## config.mk

```make
export PLATFORM = sky130hd
export DESIGN_NAME = hsv_stream_cvt
export DESIGN_NICKNAME = d
export VERILOG_FILES = /design/src/rtl/hsv_cvt_pkg.sv /design/src/rtl/pipe_div.sv /design/src/rtl/hsv_stream_cvt.sv
export SDC_FILE = /design/constraint.sdc
export NUM_CORES = 1
export LEC_CHECK = 0
export ABC_AREA = 1
export CORE_ASPECT_RATIO = 0.9
export CORE_UTILIZATION = 30
export DETAILED_ROUTE_END_ITERATION = 6
export GPL_TIMING_DRIVEN = 1
export PLACE_DENSITY_LB_ADDON = 0.15
export SETUP_SLACK_MARGIN = 0.2
export SYNTH_ARGS = -nofsm -noshare
export SYNTH_HDL_FRONTEND = slang
export SYNTH_SLANG_ARGS = --single-unit
```

## constraint.sdc

```tcl
create_clock -name clk_sys -period 5.9 [get_ports clk_sys]
set_input_delay 1.18 -clock clk_sys [delete_from_list [all_inputs] [get_ports clk_sys]]
set_output_delay 1.18 -clock clk_sys [all_outputs]
set_load 0.1 [all_outputs]
```

## src/rtl/hsv_cvt_pkg.sv

```systemverilog
// Shared constants and helpers for the RGB->HSV stream converter.
// Hue bases are given in units of SEG (one sixth of the channel range).
package hsv_cvt_pkg;

    // Hue sector bases, as multiples of SEG.
    localparam int unsigned HUE_BASE_R    = 0;
    localparam int unsigned HUE_BASE_G    = 2;
    localparam int unsigned HUE_BASE_B    = 4;
    localparam int unsigned HUE_BASE_WRAP = 6;

    // Which channel holds the maximum (ties resolved R > G > B).
    typedef enum logic [1:0] {
        CH_R = 2'd0,
        CH_G = 2'd1,
        CH_B = 2'd2
    } max_ch_e;

    function automatic int unsigned maxv_of(input int unsigned w);
        return (32'd1 << w) - 32'd1;
    endfunction

    function automatic int unsigned seg_of(input int unsigned w);
        return (32'd1 << w) / 32'd6;
    endfunction

    // Input register + two arithmetic stages + divider + output register.
    function automatic int unsigned lat_of(input int unsigned w);
        return w + 32'd4;
    endfunction

endpackage

```

## src/rtl/pipe_div.sv

```systemverilog
// Pipelined restoring divider: one quotient bit per stage, DATA_W stages.
// Dividend is 2*DATA_W wide and must satisfy num < den * 2^DATA_W.
// A sideband word and a valid bit travel alongside each operand pair.
module pipe_div #(
    parameter int DATA_W = 8,
    parameter int SB_W   = 1
) (
    input  logic                  clk_sys,
    input  logic                  reset_sys,
    input  logic                  vld_i,
    input  logic [2*DATA_W-1:0]   num_i,
    input  logic [DATA_W-1:0]     den_i,
    input  logic [SB_W-1:0]       sb_i,
    output logic                  vld_o,
    output logic [DATA_W-1:0]     quo_o,
    output logic [SB_W-1:0]       sb_o
);

    localparam int NW = 2 * DATA_W;

    logic              vld_q [DATA_W];
    logic [DATA_W-1:0] quo_q [DATA_W];
    logic [SB_W-1:0]   sb_q  [DATA_W];
    // The last stage needs neither remainder nor divisor afterwards.
    logic [NW-1:0]     rem_q [DATA_W-1];
    logic [DATA_W-1:0] den_q [DATA_W-1];

    for (genvar k = 0; k < DATA_W; k++) begin : g_stage
        localparam int BIT = DATA_W - 1 - k;

        logic              vld_in;
        logic [NW-1:0]     rem_in;
        logic [DATA_W-1:0] den_in;
        logic [DATA_W-1:0] quo_in;
        logic [SB_W-1:0]   sb_in;
        logic [NW-1:0]     den_sh;
        logic              ge;
        logic [DATA_W-1:0] quo_nxt;

        if (k == 0) begin : g_head
            assign vld_in = vld_i;
            assign rem_in = num_i;
            assign den_in = den_i;
            assign quo_in = '0;
            assign sb_in  = sb_i;
        end else begin : g_link
            assign vld_in = vld_q[k-1];
            assign rem_in = rem_q[k-1];
            assign den_in = den_q[k-1];
            assign quo_in = quo_q[k-1];
            assign sb_in  = sb_q[k-1];
        end

        assign den_sh = NW'(den_in) << BIT;
        assign ge     = (rem_in >= den_sh);

        // Set this stage's quotient bit on top of the bits already resolved.
        always_comb begin
            // NOTE: every always_comb output gets a default first so no path leaves it unassigned (no latch).
            quo_nxt      = quo_in;
            quo_nxt[BIT] = ge;
        end

        // Valid chain is the only state that must be cleared.
        always_ff @(posedge clk_sys) begin
            // NOTE: sequential state uses non-blocking (<=) so every stage samples pre-edge values.
            if (reset_sys) begin
                vld_q[k] <= 1'b0;
            end else begin
                vld_q[k] <= vld_in;
            end
        end

        // Quotient and sideband advance one stage per clock.
        always_ff @(posedge clk_sys) begin
            // NOTE: datapath registers are not reset; the valid bit alone qualifies them.
            quo_q[k] <= quo_nxt;
            sb_q[k]  <= sb_in;
        end

        if (k < DATA_W - 1) begin : g_carry
            // Restoring step: subtract the shifted divisor when it fits.
            always_ff @(posedge clk_sys) begin
                rem_q[k] <= ge ? (rem_in - den_sh) : rem_in;
                den_q[k] <= den_in;
            end
        end
    end

    assign vld_o = vld_q[DATA_W-1];
    assign quo_o = quo_q[DATA_W-1];
    assign sb_o  = sb_q[DATA_W-1];

endmodule

```

## src/rtl/hsv_stream_cvt.sv

```systemverilog
// RGB -> HSV video stream converter, serial (one channel per beat) or
// packed (one pixel per beat). Fixed latency DATA_W+4 from the pixel-
// completing beat to the first output; syncs are delayed to stay aligned.
// Optional partial-pixel check: define HSV_PIX_ERR_CHECK_EN.
module hsv_stream_cvt
    import hsv_cvt_pkg::*;
#(
    parameter int DATA_W = 8,
    parameter int SERIAL = 1
) (
    input  logic                                         clk_sys,
    input  logic                                         reset_sys,
    input  logic                                         InVSYNC,
    input  logic                                         InHSYNC,
    input  logic                                         InEN,
    input  logic [((SERIAL != 0) ? DATA_W : 3*DATA_W)-1:0] InData,
    output logic                                         OutVSYNC,
    output logic                                         OutHSYNC,
    output logic                                         OutEN,
    output logic [((SERIAL != 0) ? DATA_W : 3*DATA_W)-1:0] Outdata,
    output logic                                         pix_err
);

    localparam int          BUS_W    = (SERIAL != 0) ? DATA_W : 3 * DATA_W;
    localparam int unsigned MAXV     = maxv_of(DATA_W);
    localparam int unsigned SEG      = seg_of(DATA_W);
    localparam int unsigned L        = lat_of(DATA_W);
    localparam int          SYNC_DLY = int'(L) + ((SERIAL != 0) ? 2 : 0);

    // ---------------- pixel assembly ----------------
    logic                  sync;
    logic [1:0]            byte_cnt_q, byte_cnt_d, cnt_eff;
    logic [DATA_W-1:0]     r_q, g_q;
    logic                  pix_done;
    logic [3*DATA_W-1:0]   pix_rgb;

    assign sync = InHSYNC | InVSYNC;

    // A sync restarts assembly; a beat in the same cycle is byte 0.
    always_comb begin
        cnt_eff    = sync ? 2'd0 : byte_cnt_q;
        byte_cnt_d = cnt_eff;
        pix_done   = 1'b0;
        pix_rgb    = {r_q, g_q, InData[DATA_W-1:0]};
        if (SERIAL != 0) begin
            if (InEN) begin
                pix_done   = (cnt_eff == 2'd2);
                byte_cnt_d = (cnt_eff == 2'd2) ? 2'd0 : cnt_eff + 2'd1;
            end
        end else begin
            pix_done   = InEN;
            byte_cnt_d = 2'd0;
            pix_rgb    = (3*DATA_W)'(InData);
        end
    end

    // Byte position within the current serial pixel.
    always_ff @(posedge clk_sys) begin
        if (reset_sys) byte_cnt_q <= 2'd0;
        else           byte_cnt_q <= byte_cnt_d;
    end

    // Hold R and G until B completes the pixel.
    always_ff @(posedge clk_sys) begin
        if (InEN && (cnt_eff == 2'd0)) r_q <= InData[DATA_W-1:0];
        if (InEN && (cnt_eff == 2'd1)) g_q <= InData[DATA_W-1:0];
    end

    // ---------------- stage A: registered pixel ----------------
    logic              a_vld_q;
    logic [DATA_W-1:0] a_r_q, a_g_q, a_b_q;

    // Capture the completed pixel.
    always_ff @(posedge clk_sys) begin
        if (reset_sys) a_vld_q <= 1'b0;
        else           a_vld_q <= pix_done;
        {a_r_q, a_g_q, a_b_q} <= pix_rgb;
    end

    // ---------------- stage B: max/min, hue sector ----------------
    max_ch_e           max_ch;
    logic [DATA_W-1:0] mx_c, mn_c, minu_c, subt_c, absn_c, base_c;
    logic              neg_c;

    // Pick the max channel and the signed hue numerator for its sector.
    always_comb begin
        max_ch = CH_B;
        mx_c   = a_b_q;
        if ((a_r_q >= a_g_q) && (a_r_q >= a_b_q)) begin
            max_ch = CH_R;
            mx_c   = a_r_q;
        end else if (a_g_q >= a_b_q) begin
            max_ch = CH_G;
            mx_c   = a_g_q;
        end
        mn_c = a_r_q;
        if (a_g_q < mn_c) mn_c = a_g_q;
        if (a_b_q < mn_c) mn_c = a_b_q;
        minu_c = a_g_q;
        subt_c = a_b_q;
        base_c = DATA_W'(HUE_BASE_R * SEG);
        case (max_ch)
            CH_G: begin
                minu_c = a_b_q;
                subt_c = a_r_q;
                base_c = DATA_W'(HUE_BASE_G * SEG);
            end
            CH_B: begin
                minu_c = a_r_q;
                subt_c = a_g_q;
                base_c = DATA_W'(HUE_BASE_B * SEG);
            end
            default: ;
        endcase
        neg_c  = (minu_c < subt_c);
        absn_c = neg_c ? (subt_c - minu_c) : (minu_c - subt_c);
        // Negative hue in the red sector counts down from the top of the circle.
        if (neg_c && (max_ch == CH_R)) base_c = DATA_W'(HUE_BASE_WRAP * SEG);
    end

    logic              b_vld_q, b_neg_q;
    logic [DATA_W-1:0] b_mx_q, b_d_q, b_absn_q, b_base_q;

    // Register sector decode.
    always_ff @(posedge clk_sys) begin
        if (reset_sys) b_vld_q <= 1'b0;
        else           b_vld_q <= a_vld_q;
        b_mx_q   <= mx_c;
        b_d_q    <= mx_c - mn_c;
        b_absn_q <= absn_c;
        b_neg_q  <= neg_c;
        b_base_q <= base_c;
    end

    // ---------------- stage C: dividends ----------------
    logic                c_vld_q, c_neg_q;
    logic [DATA_W-1:0]   c_mx_q, c_d_q, c_base_q;
    logic [2*DATA_W-1:0] c_snum_q, c_hnum_q;

    // Scale numerators so the quotients land directly in output units.
    always_ff @(posedge clk_sys) begin
        if (reset_sys) c_vld_q <= 1'b0;
        else           c_vld_q <= b_vld_q;
        c_snum_q <= (2*DATA_W)'(b_d_q) * (2*DATA_W)'(MAXV);
        c_hnum_q <= (2*DATA_W)'(b_absn_q) * (2*DATA_W)'(SEG);
        c_mx_q   <= b_mx_q;
        c_d_q    <= b_d_q;
        c_neg_q  <= b_neg_q;
        c_base_q <= b_base_q;
    end

    // ---------------- dividers ----------------
    logic              ds_vld, ds_zero, dh_vld;
    logic [DATA_W-1:0] ds_quo, dh_quo;
    logic [DATA_W-1:0] o_mx, o_base;
    logic              o_neg, o_zero;

    pipe_div #(.DATA_W(DATA_W), .SB_W(1)) u_div_s (
        .clk_sys   (clk_sys),
        .reset_sys (reset_sys),
        .vld_i     (c_vld_q),
        .num_i     (c_snum_q),
        .den_i     (c_mx_q),
        .sb_i      (c_mx_q == '0),
        .vld_o     (ds_vld),
        .quo_o     (ds_quo),
        .sb_o      (ds_zero)
    );

    pipe_div #(.DATA_W(DATA_W), .SB_W(2*DATA_W+2)) u_div_h (
        .clk_sys   (clk_sys),
        .reset_sys (reset_sys),
        .vld_i     (c_vld_q),
        .num_i     (c_hnum_q),
        .den_i     (c_d_q),
        .sb_i      ({c_mx_q, c_base_q, c_neg_q, (c_d_q == '0)}),
        .vld_o     (dh_vld),
        .quo_o     (dh_quo),
        .sb_o      ({o_mx, o_base, o_neg, o_zero})
    );

    // ---------------- output stage ----------------
    logic              div_vld;
    logic [DATA_W:0]   h_sum;
    logic [DATA_W-1:0] h_val, s_val;
    logic [BUS_W-1:0]  first_word;

    assign div_vld = dh_vld & ds_vld;

    // Final hue/saturation; zero divisors force 0, a full turn wraps to 0.
    always_comb begin
        h_sum = o_neg ? ({1'b0, o_base} - {1'b0, dh_quo})
                      : ({1'b0, o_base} + {1'b0, dh_quo});
        h_val = h_sum[DATA_W-1:0];
        if (o_zero || (h_sum == (DATA_W+1)'(HUE_BASE_WRAP * SEG))) h_val = '0;
        s_val = ds_zero ? '0 : ds_quo;
    end

    assign first_word = (SERIAL != 0) ? BUS_W'(h_val) : BUS_W'({h_val, s_val, o_mx});

    logic                out_en_q;
    logic [BUS_W-1:0]    out_data_q;
    logic [1:0]          ser_cnt_q;
    logic [2*DATA_W-1:0] sv_q;

    // Emit H (or the packed word), then S and V on the following cycles.
    always_ff @(posedge clk_sys) begin
        if (reset_sys) begin
            out_en_q   <= 1'b0;
            out_data_q <= '0;
            ser_cnt_q  <= 2'd0;
        end else if (div_vld) begin
            out_en_q   <= 1'b1;
            out_data_q <= first_word;
            ser_cnt_q  <= (SERIAL != 0) ? 2'd2 : 2'd0;
        end else if (ser_cnt_q != 2'd0) begin
            out_en_q   <= 1'b1;
            out_data_q <= BUS_W'(sv_q[2*DATA_W-1 -: DATA_W]);
            ser_cnt_q  <= ser_cnt_q - 2'd1;
        end else begin
            out_en_q   <= 1'b0;
            out_data_q <= '0;
        end
    end

    // S,V waiting to be shifted out behind H.
    always_ff @(posedge clk_sys) begin
        if (div_vld)                 sv_q <= {s_val, o_mx};
        else if (ser_cnt_q != 2'd0)  sv_q <= sv_q << DATA_W;
    end

    // ---------------- sync delay lines ----------------
    logic [SYNC_DLY-1:0] hs_q, vs_q;

    // Sync travels as long as the pixel data plus the serial S,V tail.
    always_ff @(posedge clk_sys) begin
        if (reset_sys) begin
            hs_q <= '0;
            vs_q <= '0;
        end else begin
            hs_q <= {hs_q[SYNC_DLY-2:0], InHSYNC};
            vs_q <= {vs_q[SYNC_DLY-2:0], InVSYNC};
        end
    end

    // Outputs read 0 for the whole time reset is held, not just after its first edge.
    assign OutEN    = out_en_q & ~reset_sys;
    assign Outdata  = reset_sys ? '0 : out_data_q;
    assign OutHSYNC = hs_q[SYNC_DLY-1] & ~reset_sys;
    assign OutVSYNC = vs_q[SYNC_DLY-1] & ~reset_sys;

`ifdef HSV_PIX_ERR_CHECK_EN
    logic pix_err_q;

    // Sticky flag for a sync cutting a serial pixel short; cleared per frame.
    always_ff @(posedge clk_sys) begin
        if (reset_sys)                                             pix_err_q <= 1'b0;
        else if ((SERIAL != 0) && sync && (byte_cnt_q != 2'd0))    pix_err_q <= 1'b1;
        else if (InVSYNC)                                          pix_err_q <= 1'b0;
    end

    assign pix_err = pix_err_q & ~reset_sys;
`else
    assign pix_err = 1'b0;
`endif

endmodule
```

==> impl_metrics.sql, run 1 <==
INSERT INTO impl_metrics (metric_group, metric, value, unit) VALUES
('sta', 'report.final.setup_viol', '0', ''),
('placed_design', 'routabilityCongestion', '0.844', ''),
('sta', 'slew-limit-headroom', '21.0', '%'),
('yosys', 'syn_avg_cell_area', '9.16', 'µm²'),
('routing', 'detailedRoute.firstIterationViolations', '736', ''),
('routing', 'number_of_vias_in_the_routed_layout', '18254', ''),
('routing', 'post-route-drc-count', '0', ''),
('clock_tree', 'ctsRootBufferMaster', 'clkbuf_16', ''),
('finish', 'final_core_util', '34.8', '%'),
('yosys', 'synth_sequential_area_ratio', '47.8', '%'),
('finish', 'final-seq-area', '0.0128', 'mm²'),
('floorplan', 'width_of_the_die', '317', 'µm'),
('yosys', 'synth.distinct_cells', '71', ''),
('global_routing', 'grt.total_usage', '12.6', '%'),
('sta', 'report.final.hold_viol_count', '0', ''),
('setup_path', 'critPathLaunchType', 'flip-flop', ''),
('global_routing', 'first_global_vias', '18883', ''),
('placed_design', 'detailed_place_hpwl', '43.4', 'mm'),
('setup_path', 'end_kind', 'flip-flop', ''),
('global_routing', 'grt_use_met1', '15.9', '%'),
('sta', 'timing.final.crit_share', '83.6', '%'),
('finish', 'multi_input_comb_area', '0.0119', 'mm²'),
('clock_tree', 'clock_tree.htree_level_count', '3', ''),
('sta', 'fmaxAchievable', '0.203', 'GHz'),
('yosys', 'yosysWarningCount', '0', ''),
('clock_tree', 'clkTransAtPathRegs', '0.06', 'ns'),
('floorplan', 'total_number_of_placement_rows', '103', ''),
('setup_path', 'worstPathRequired', '6.41', 'ns'),
('global_routing', 'globalRouteOverflowTotal', '0', ''),
('global_routing', 'globalRouteMet3Util', '2.45', '%'),
('routing', 'drt-total-wl', '55.3', 'mm'),
('hold_path', 'holdPathStages', '0', ''),
('finish', 'final_net_count', '3291', ''),
('yosys', 'synthesis.nets', '3237', ''),
('floorplan', 'core_area', '0.0881', 'mm²'),
('finish', 'summed_area_of_non_filler_cells_in_the_final_layout', '0.0307', 'mm²'),
('setup_path', 'worst-setup-path-type', 'flip-flop to flip-flop', ''),
('sta', 'clock_skew', '0.0251', 'ns'),
('floorplan', 'design.die.area', '0.0905', 'mm²'),
('routing', 'via_per_inst', '4.36', ''),
('hold_path', 'hold_path_class', 'flip-flop to flip-flop', ''),
('routing', 'drt-pass1-iter-count', '5', ''),
('floorplan', 'floorplan.die.height', '286', 'µm'),
('routing', 'route.antenna.remaining_nets', '0', ''),
('yosys', 'synth_cells', '2926', ''),
('global_routing', 'globalRouteMet2Util', '21.5', '%'),
('yosys', 'synthFlopType', 'dfxtp_1', ''),
('clock_tree', 'clk-insertion-delay-late', '0.63', 'ns'),
('setup_path', 'cp.arrival', '5.44', 'ns'),
('yosys', 'cell_area_after_synthesis', '0.0268', 'mm²'),
('placed_design', 'dpl-instance-area', '0.0283', 'mm²'),
('sta', 'worst_margin_slew', '1.18', 'ns'),
('global_routing', 'first_pass_grt_wire_length', '93.6', 'mm'),
('floorplan', 'io_pins', '25', ''),
('global_routing', 'grt-busiest-layer', 'met2', ''),
('finish', 'antenna_cells_inserted', '0', ''),
('run_status', 'status', 'finished clean', ''),
('setup_path', 'critical_path.max_fanout', '27', ''),
('clock_tree', 'cts_sinks', '624', ''),
('finish', 'area_delta_synth_final', '14.5', '%'),
('placed_design', 'placement.io_buffers', '23', ''),
('sta', 'final.setup.tns', '0', 'ns'),
('finish', 'layout_commonest_cell', 'dfxtp_1', ''),
('clock_tree', 'ctsLongestPathBuffers', '3', ''),
('finish', 'fill_cells', '8990', ''),
('global_routing', 'maximum_number_of_pins_on_one_net_before_global_route_repair', '41', ''),
('clock_tree', 'cts_hold_repair.buffers', '0', ''),
('clock_tree', 'cts_tree', 'yes', ''),
('clock_tree', 'cts_resized', '0', ''),
('sta', 'period_needed', '4.93', 'ns'),
('clock_tree', 'numCtsBuffers', '70', ''),
('finish', 'mostFrequentLayoutCells', '592 x dfxtp_1, 486 x inv_1, 424 x nand2_1', ''),
('finish', 'layout-drive-gt1-share', '6.79', '%'),
('floorplan', 'start_util', '30.4', '%'),
('setup_path', 'logic_depth_of_the_worst_register_to_register_path', '22', ''),
('sta', 'maxSlewViolCount', '0', ''),
('yosys', 'ff_latch_count_synth', '624', ''),
('routing', 'drt-wirelength-per-cell', '13.2', 'µm'),
('flow_run', 'timing.max_cap.violations', '0', ''),
('clock_tree', 'cts_setup_buffers', '0', ''),
('global_routing', 'grt_antenna_before_repair', '0', ''),
('yosys', 'synthArstFlopShare', '0', '%'),
('sta', 'rsz0062_at_grt', 'no', ''),
('yosys', 'count_of_flip_flops_with_a_built_in_enable_after_synthesis', '32', '');
==> final timing paths <==
kind	startpoint	to	slack [ns]
setup / recovery	a_r_q[7]$_DFF_P_	b_absn_q[7]$_DFF_P_	0.97
hold / removal	u_div_h.sb_q[0][37]$_DFF_P_	u_div_h.sb_q[0][55]$_DFF_P_	0.30
setup reg to reg	a_r_q[7]$_DFF_P_	b_absn_q[7]$_DFF_P_	0.97
hold reg to reg	u_div_h.sb_q[0][37]$_DFF_P_	u_div_h.sb_q[0][55]$_DFF_P_	0.30
==> final cells by class <==
cell class / instances / share of cell area, %
inverters: 505 / 6.19
clock buffers: 87 / 6.21
repair buffers: 25 / 0.783
well taps: 1155 / 4.71
flip-flops and latches: 624 / 41.7
clock inverters: 38 / 1.72
multi-input cells: 1754 / 38.6
==> synthesized netlist by cell type (all sizes together) (24+ instances only) <==
cell,n,area (µm²)
buf,26,170
o21ai,176,907
edfxtp,32,961
nand3,79,395
dfxtp,592,11900
ha,248,3100
o221ai,24,216
nor3,39,211
inv,503,1890
xnor2,55,482
fa,50,1000
a21oi,191,1020
nand2,434,1660
xor2,98,866
nor2,201,811
==> metal layers <==
metal / share of wire, % / wire length, µm
met1: 47 / 26200
met2: 47 / 25800
met3: 3.2 / 1740
met4: 2.7 / 1520
met5: 0 / 0
==> state kept, by name, summed over array words and instances (netlist names), 13 cells and up <==
| signal | cells |
|---|---|
| u_div_s.rem_q | 106 |
| u_div_h.rem_q | 105 |
| u_div_h.den_q | 55 |
| u_div_s.den_q | 49 |
| u_div_h.sb_q | 47 |
| u_div_h.quo_q | 36 |
| u_div_s.quo_q | 36 |
| c_snum_q | 16 |
| sv_q | 16 |
| hs_q | 14 |
| vs_q | 14 |
| c_hnum_q | 13 |
==> worst max-delay path, stage by stage, from the launching register on <==
cell	delay [ns]
dfxtp_1	0.42
inv_1	0.09
ha_1	0.31
nand2_1	0.07
nor2_1	0.17
nand2_1	0.11
nand2_2	0.24
o21ai_2	0.14
nand2_4	0.29
nand2_1	0.54
o221ai_1	0.58
inv_1	0.16
fa_1	0.46
nand2_1	0.08
nand2_1	0.05
a21oi_1	0.20
o21ai_1	0.13
a21oi_1	0.19
o21bai_2	0.20
mux2i_1	0.24
inv_1	0.06
nand2_1	0.05
nand2_1	0.04
==> through the flow <==
step                hold slack [ns]  worst slack (ns)  cells
floorplan                     0.310              1.89   2926
CTS                           0.293             0.886   4188
global route                  0.300             0.360   4188
global placement              0.310             0.864   4063
detailed placement            0.312             0.916   4063
finish                        0.299             0.969   4188
==> kinds of logic (layout without fill, tap and decap cells) <==
logic type | after synthesis | after routing | synth area share [%]
AO/OA/AOI/OAI | 465 | 465 | 10.3
XOR/XNOR | 153 | 153 | 5.03
adder cells (fa/ha/maj) | 298 | 298 | 15.3
buffers and inverters | 548 | 655 | 7.96
flip-flops | 624 | 624 | 47.8
multiplexers | 2 | 2 | 0.0747
other | 1 | 1 | 0.0140
AND/OR/NAND/NOR | 835 | 835 | 13.5
Power of run 1 is left out: the tool's default activity adds up to more than one toggle a clock period on the data nets, which glitch-free logic cannot reach.
==> inputs of run 2 (changes only) <==
- clock period: 5.9 -> 4.9 ns (I/O delays scaled with it)
==> run 2 against run 1 <==
  * Cell count rose by 0.26%
  * Hold slack improved by 0.016 ns
  * Sequential cell count did not move
  * Clock-buffer cell count rose by 15
  * Register-to-register slack got worse by 0.39 ns
  * Sequential share of layout area fell by 0.21 points
  * Via count rose by 0.59%
  * Setup slack got worse by 0.39 ns
  * Clock skew barely moved
  * Non-clock buffer count rose by 6
  * Cell area rose by 0.50%
  * Fmax rose by 14%
  * Largest cell class unchanged
==> impl_metrics.sql, run 2 (synthesized netlist as in run 1, its figures left out) <==
INSERT INTO impl_metrics (metric_group, metric, value, unit) VALUES
('setup_path', 'critPathLaunchType', 'flip-flop', ''),
('finish', 'largest_register_ff_count', '106', ''),
('finish', 'mostFrequentLayoutCells', '592 x dfxtp_1, 486 x inv_1, 424 x nand2_1', ''),
('clock_tree', 'clk-insertion-delay-late', '0.62', 'ns'),
('sta', 'period_needed', '4.33', 'ns'),
('sta', 'report.final.hold_viol_count', '0', ''),
('finish', 'biggestRegsByFlops', 'u_div_s.rem_q: 106 flops, u_div_h.rem_q: 105 flops, u_div_h.den_q: 55 flops', ''),
('routing', 'drt-pass1-iter-count', '6', ''),
('floorplan', 'core_area', '0.0881', 'mm²'),
('setup_path', 'worst-setup-path-type', 'flip-flop to flip-flop', ''),
('clock_tree', 'cts_resized', '0', ''),
('finish', 'final_cell_count_no_fill', '4199', ''),
('flow_run', 'timing.max_cap.violations', '0', ''),
('routing', 'drt-total-wl', '55.9', 'mm'),
('clock_tree', 'cts_sinks', '624', ''),
('routing', 'detailedRoute.firstIterationViolations', '757', ''),
('clock_tree', 'clkTransAtPathRegs', '0.06', 'ns'),
('finish', 'area_delta_synth_final', '15.1', '%'),
('finish', 'final_net_count', '3299', ''),
('sta', 'slew-limit-headroom', '25.3', '%'),
('clock_tree', 'cts_setup_buffers', '0', ''),
('routing', 'dr.max_layer_used', 'met4', ''),
('routing', 'dr_wl_met2', '26.2', 'mm'),
('setup_path', 'critical_path.max_fanout', '16', ''),
('routing', 'drt-wirelength-per-cell', '13.3', 'µm'),
('clock_tree', 'ctsLongestPathBuffers', '3', ''),
('sta', 'report.final.setup_viol', '0', ''),
('clock_tree', 'ctsRootBufferMaster', 'clkbuf_16', ''),
('placed_design', 'routabilityCongestion', '0.841', ''),
('floorplan', 'start_util', '30.4', '%'),
('sta', 'worst_margin_slew', '1.12', 'ns'),
('global_routing', 'grt.total_usage', '12.7', '%'),
('floorplan', 'io_pins', '25', ''),
('sta', 'maxSlewViolCount', '0', ''),
('sta', 'hold_slack', '0.315', 'ns'),
('setup_path', 'end_kind', 'flip-flop', ''),
('floorplan', 'floorplan.die.height', '286', 'µm'),
('clock_tree', 'cts_tree', 'yes', ''),
('finish', 'registers.top_by_ff_count', 'u_div_s.rem_q', ''),
('clock_tree', 'clock_tree.htree_level_count', '3', ''),
('routing', 'drt-met1-wl', '26.3', 'mm'),
('global_routing', 'first_global_vias', '18973', ''),
('global_routing', 'first_pass_grt_wire_length', '93.7', 'mm'),
('routing', 'number_of_vias_in_the_routed_layout', '18361', ''),
('routing', 'wl_met3', '1.80', 'mm'),
('floorplan', 'design.die.area', '0.0905', 'mm²'),
('finish', 'antenna_cells_inserted', '0', ''),
('floorplan', 'total_number_of_placement_rows', '103', ''),
('sta', 'final.setup.tns', '0', 'ns'),
('placed_design', 'dpl-instance-area', '0.0283', 'mm²'),
('run_status', 'status', 'finished clean', ''),
('placed_design', 'detailed_place_hpwl', '43.9', 'mm'),
('clock_tree', 'cts_hold_repair.buffers', '0', ''),
('global_routing', 'grt_antenna_before_repair', '1', ''),
('finish', 'summed_area_of_non_filler_cells_in_the_final_layout', '0.0308', 'mm²'),
('finish', 'final-seq-area', '0.0128', 'mm²'),
('routing', 'post-route-drc-count', '0', ''),
('sta', 'rsz0062_at_grt', 'no', ''),
('sta', 'timing.final.crit_share', '88.3', '%'),
('setup_path', 'worstPathRequired', '5.42', 'ns'),
('global_routing', 'maximum_number_of_pins_on_one_net_before_global_route_repair', '40', ''),
('setup_path', 'cp.arrival', '4.85', 'ns'),
('routing', 'route.antenna.remaining_nets', '0', ''),
('finish', 'layout-drive-gt1-share', '7.16', '%'),
('finish', 'layout_commonest_cell', 'dfxtp_1', ''),
('finish', 'multi_input_comb_area', '0.0119', 'mm²'),
('sta', 'fmaxAchievable', '0.231', 'GHz'),
('hold_path', 'hold_path_class', 'flip-flop to flip-flop', ''),
('placed_design', 'post-place-cells', '4069', ''),
('routing', 'via_per_inst', '4.37', ''),
('global_routing', 'globalRouteOverflowTotal', '0', ''),
('clock_tree', 'numCtsBuffers', '72', ''),
('floorplan', 'width_of_the_die', '317', 'µm'),
('sta', 'clock_skew', '0.0251', 'ns'),
('finish', 'fill_cells', '8941', ''),
('placed_design', 'placement.io_buffers', '23', '');
==> run 2: metal layers <==
metal	track usage (%)	vias to the layer above
li1	-	9573
met1	15.9	8444
met2	21.6	240
met3	2.49	104
met4	4.11	0
met5	0	-
==> run 2: cell type report <==
class | instances | area share [%]
Clock buffer | 102 | 6.83
Clock inverter | 28 | 1.38
Inverter | 505 | 6.15
Multi-Input combinational cell | 1754 | 38.5
Sequential cell | 624 | 41.5
Tap cell | 1155 | 4.69
Timing Repair Buffer | 31 | 0.909
==> run 2: metrics by stage <==
step	setup slack [ns]	utilization (%)
2_1_floorplan	0.930	-
3_5_place_dp	0.360	32.1
5_1_grt	0.210	35.0
6_report	0.575	35.0
4_1_cts	0.358	35.0
3_3_place_gp	0.425	32.1
==> run 2: path summary, 6_finish.rpt <==
kind	start	cells past startpoint	to	slack, ns
worst min-delay path	u_div_h.sb_q[0][1]$_DFF_P_	0	u_div_h.sb_q[0][19]$_DFF_P_	0.32
worst max-delay path	a_r_q[7]$_DFF_P_	25	b_d_q[7]$_DFF_P_	0.57
worst max register to register	a_r_q[7]$_DFF_P_	25	b_d_q[7]$_DFF_P_	0.57
worst min register to register	u_div_h.sb_q[0][1]$_DFF_P_	0	u_div_h.sb_q[0][19]$_DFF_P_	0.32
==> run 2: critical path, stage by stage, from the launching register on <==
cell	delay, ns
dfxtp_1	0.43
inv_1	0.09
ha_1	0.32
a21o_1	0.16
nor2_1	0.25
nand2_4	0.18
o21ai_0	0.41
ha_1	0.32
nand2_1	0.07
nand2_1	0.05
nand2_1	0.05
nand2_1	0.07
nand2_1	0.12
nand2_2	0.19
nand2_1	0.11
o21ai_1	0.08
ha_1	0.34
a21o_1	0.18
a31oi_1	0.28
o31ai_1	0.15
nand3_1	0.11
nand2_1	0.07
inv_1	0.05
nand3_1	0.06
nand2_1	0.07
inv_1	0.04
Power of run 2 is left out for the same reason.
==> inputs of run 3 (changes only) <==
- CORE_MARGIN: default -> 3
- CORE_UTILIZATION: 30 -> 50
==> run 3 against run 2 <==
  * Setup slack worse by 0.0076 ns
  * Hold slack worse by 0.016 ns
  * Critical path depth is 10 lower
  * Routed wire length is 6.4% lower
  * Critical path type unchanged
  * Cell area is 2.9% lower
  * Fmax is 0.17% lower
  * Die area is 38% lower
  * Sequential share of layout area is 1.2 points higher
  * Via count is 1.1% lower
  * Sequential cell count stayed put
  * Clock-buffer cell count is 27 lower
==> impl_metrics.sql, run 3 (synthesized netlist as in run 1, its figures left out) <==
INSERT INTO impl_metrics (metric_group, metric, value, unit) VALUES
('sta', 'period_needed', '4.33', 'ns'),
('finish', 'fill_cells', '4645', ''),
('hold_path', 'hold_path_class', 'flip-flop to flip-flop', ''),
('setup_path', 'crit_path_frequent_cell', 'fa_1', ''),
('clock_tree', 'cts_hold_repair.buffers', '0', ''),
('floorplan', 'floorplan.die.height', '226', 'µm'),
('setup_path', 'critical-path-top-delay-family', 'adder cells', ''),
('finish', 'area_delta_synth_final', '11.7', '%'),
('setup_path', 'worst-setup-path-type', 'flip-flop to flip-flop', ''),
('sta', 'clock_skew', '0.0260', 'ns'),
('clock_tree', 'numCtsBuffers', '61', ''),
('routing', 'detailedRoute.firstIterationViolations', '780', ''),
('floorplan', 'start_util', '51.2', '%'),
('global_routing', 'grt.total_usage', '18.7', '%'),
('floorplan', 'width_of_the_die', '250', 'µm'),
('finish', 'mostFrequentLayoutCells', '592 x dfxtp_1, 486 x inv_1, 424 x nand2_1', ''),
('sta', 'worst_margin_slew', '1.08', 'ns'),
('sta', 'report.final.setup_viol', '0', ''),
('finish', 'layout_commonest_cell', 'dfxtp_1', ''),
('routing', 'number_of_vias_in_the_routed_layout', '18159', ''),
('setup_path', 'worstPathRequired', '5.43', 'ns'),
('global_routing', 'first_pass_grt_wire_length', '87.8', 'mm'),
('setup_path', 'cp_slowest_cell', 'fa_1', ''),
('finish', 'multi_input_comb_area', '0.0119', 'mm²'),
('finish', 'registers.top_by_ff_count', 'u_div_s.rem_q', ''),
('global_routing', 'maximum_number_of_pins_on_one_net_before_global_route_repair', '49', ''),
('sta', 'rsz0062_at_grt', 'no', ''),
('global_routing', 'first_global_vias', '18132', ''),
('clock_tree', 'clk-insertion-delay-late', '0.63', 'ns'),
('routing', 'via_per_inst', '4.88', ''),
('finish', 'antenna_cells_inserted', '0', ''),
('placed_design', 'routabilityCongestion', '0.897', ''),
('clock_tree', 'ctsRootBufferMaster', 'clkbuf_16', ''),
('routing', 'post-route-drc-count', '0', ''),
('clock_tree', 'ctsLongestPathBuffers', '3', ''),
('clock_tree', 'clkTransAtPathRegs', '0.07', 'ns'),
('routing', 'drt-total-wl', '52.2', 'mm'),
('finish', 'final-seq-area', '0.0128', 'mm²'),
('sta', 'fmaxAchievable', '0.231', 'GHz'),
('floorplan', 'total_number_of_placement_rows', '79', ''),
('setup_path', 'critical_path.cell_chain', 'fa_1 > fa_1 > fa_1 > inv_1 > fa_1 > inv_1 > ha_1 > nand2_1 > o21ai_0 > a21oi_2 > o21ai_0 > a21oi_1 > nor2_1 > nor2_1 > xnor2_1', ''),
('setup_path', 'end_kind', 'flip-flop', ''),
('setup_path', 'cp.arrival', '4.86', 'ns'),
('clock_tree', 'cts_sinks', '624', ''),
('placed_design', 'placement.io_buffers', '23', ''),
('sta', 'report.final.hold_viol_count', '0', ''),
('clock_tree', 'cts_tree', 'yes', ''),
('routing', 'route.antenna.remaining_nets', '0', ''),
('routing', 'drt-pass1-iter-count', '5', ''),
('sta', 'slew-limit-headroom', '28.0', '%'),
('floorplan', 'io_pins', '25', ''),
('setup_path', 'critical_path.max_fanout', '6', ''),
('setup_path', 'worst_path_largest_cell_delay', '0.55', 'ns'),
('setup_path', 'worst-path-stages', '15', ''),
('placed_design', 'detailed_place_hpwl', '40.9', 'mm'),
('sta', 'final.setup.tns', '0', 'ns'),
('setup_path', 'critPathBufInv', '2', ''),
('run_status', 'status', 'finished clean', ''),
('sta', 'maxSlewViolCount', '0', ''),
('setup_path', 'logic_depth_of_the_worst_register_to_register_path', '15', ''),
('sta', 'timing.final.crit_share', '88.4', '%'),
('routing', 'drt-wirelength-per-cell', '14.0', 'µm'),
('finish', 'largest_register_ff_count', '106', ''),
('global_routing', 'globalRouteOverflowTotal', '0', ''),
('floorplan', 'core_area', '0.0524', 'mm²'),
('global_routing', 'grt_antenna_before_repair', '0', ''),
('hold_path', 'holdPathStages', '0', ''),
('finish', 'final_net_count', '3294', ''),
('clock_tree', 'clock_tree.htree_level_count', '2', ''),
('floorplan', 'design.die.area', '0.0564', 'mm²'),
('flow_run', 'timing.max_cap.violations', '0', ''),
('setup_path', 'critPathLaunchType', 'flip-flop', ''),
('finish', 'biggestRegsByFlops', 'u_div_s.rem_q: 106 flops, u_div_h.rem_q: 105 flops, u_div_h.den_q: 55 flops', ''),
('finish', 'layout-drive-gt1-share', '7.25', '%');
-- run 3: layer usage --
layer  vias up  track usage (%)  wire length [µm]
li1       9592                -                 -
met1      8259             24.1             24800
met2       220             32.7             24700
met3        88             2.51              1470
met4         0             6.08              1370
met5         -                0                 0
-- run 3: final cells by class --
cell class	instances	area share, %
clock inverter	41	1.57
timing repair buffer	36	1.07
sequential	624	42.8
tap	688	2.88
inverter	505	6.34
clock buffer	75	5.61
multi-input combinational	1755	39.7
-- run 3: worst register-to-register path: cells and delay by family (launching register included) --
kind                     cells  cell delay (ns)
AO/OA/AOI/OAI                4             0.69
XOR/XNOR                     1             0.19
adder cells (fa/ha/maj)      5             2.49
buffers and inverters        2             0.10
flip-flops                   1             0.53
AND/OR/NAND/NOR              3             0.25
-- run 3: per-stage QoR --
step	instance area [µm²]	hold WS, ns	cells	setup WS [ns]	util, %
after floorplan	26800	0.310	2926	0.930	-
after global placement	27700	0.310	3602	0.460	52.9
after detailed placement	27700	0.312	3602	0.411	52.9
after CTS	29900	0.301	3718	0.386	57.0
after global routing	29900	0.305	3724	0.208	57.2
final	29900	0.300	3724	0.567	57.2
-- run 3: worst paths after layout --
path / startpoint / to / slack [ns]
max: b_d_q[4]$_DFF_P_ / c_snum_q[14]$_DFF_P_ / 0.57
min: u_div_h.quo_q[0][23]$_DFF_P_ / u_div_h.quo_q[0][31]$_DFF_P_ / 0.30
max reg2reg: b_d_q[4]$_DFF_P_ / c_snum_q[14]$_DFF_P_ / 0.57
min reg2reg: u_div_h.quo_q[0][23]$_DFF_P_ / u_div_h.quo_q[0][31]$_DFF_P_ / 0.30
-- run 3: repair_timing --
item                                    CTS  global route
setup buffers                             0             5
gates resized for setup                   0             9
endpoints found under the setup margin    0            13
Power of run 3 is left out for the same reason.
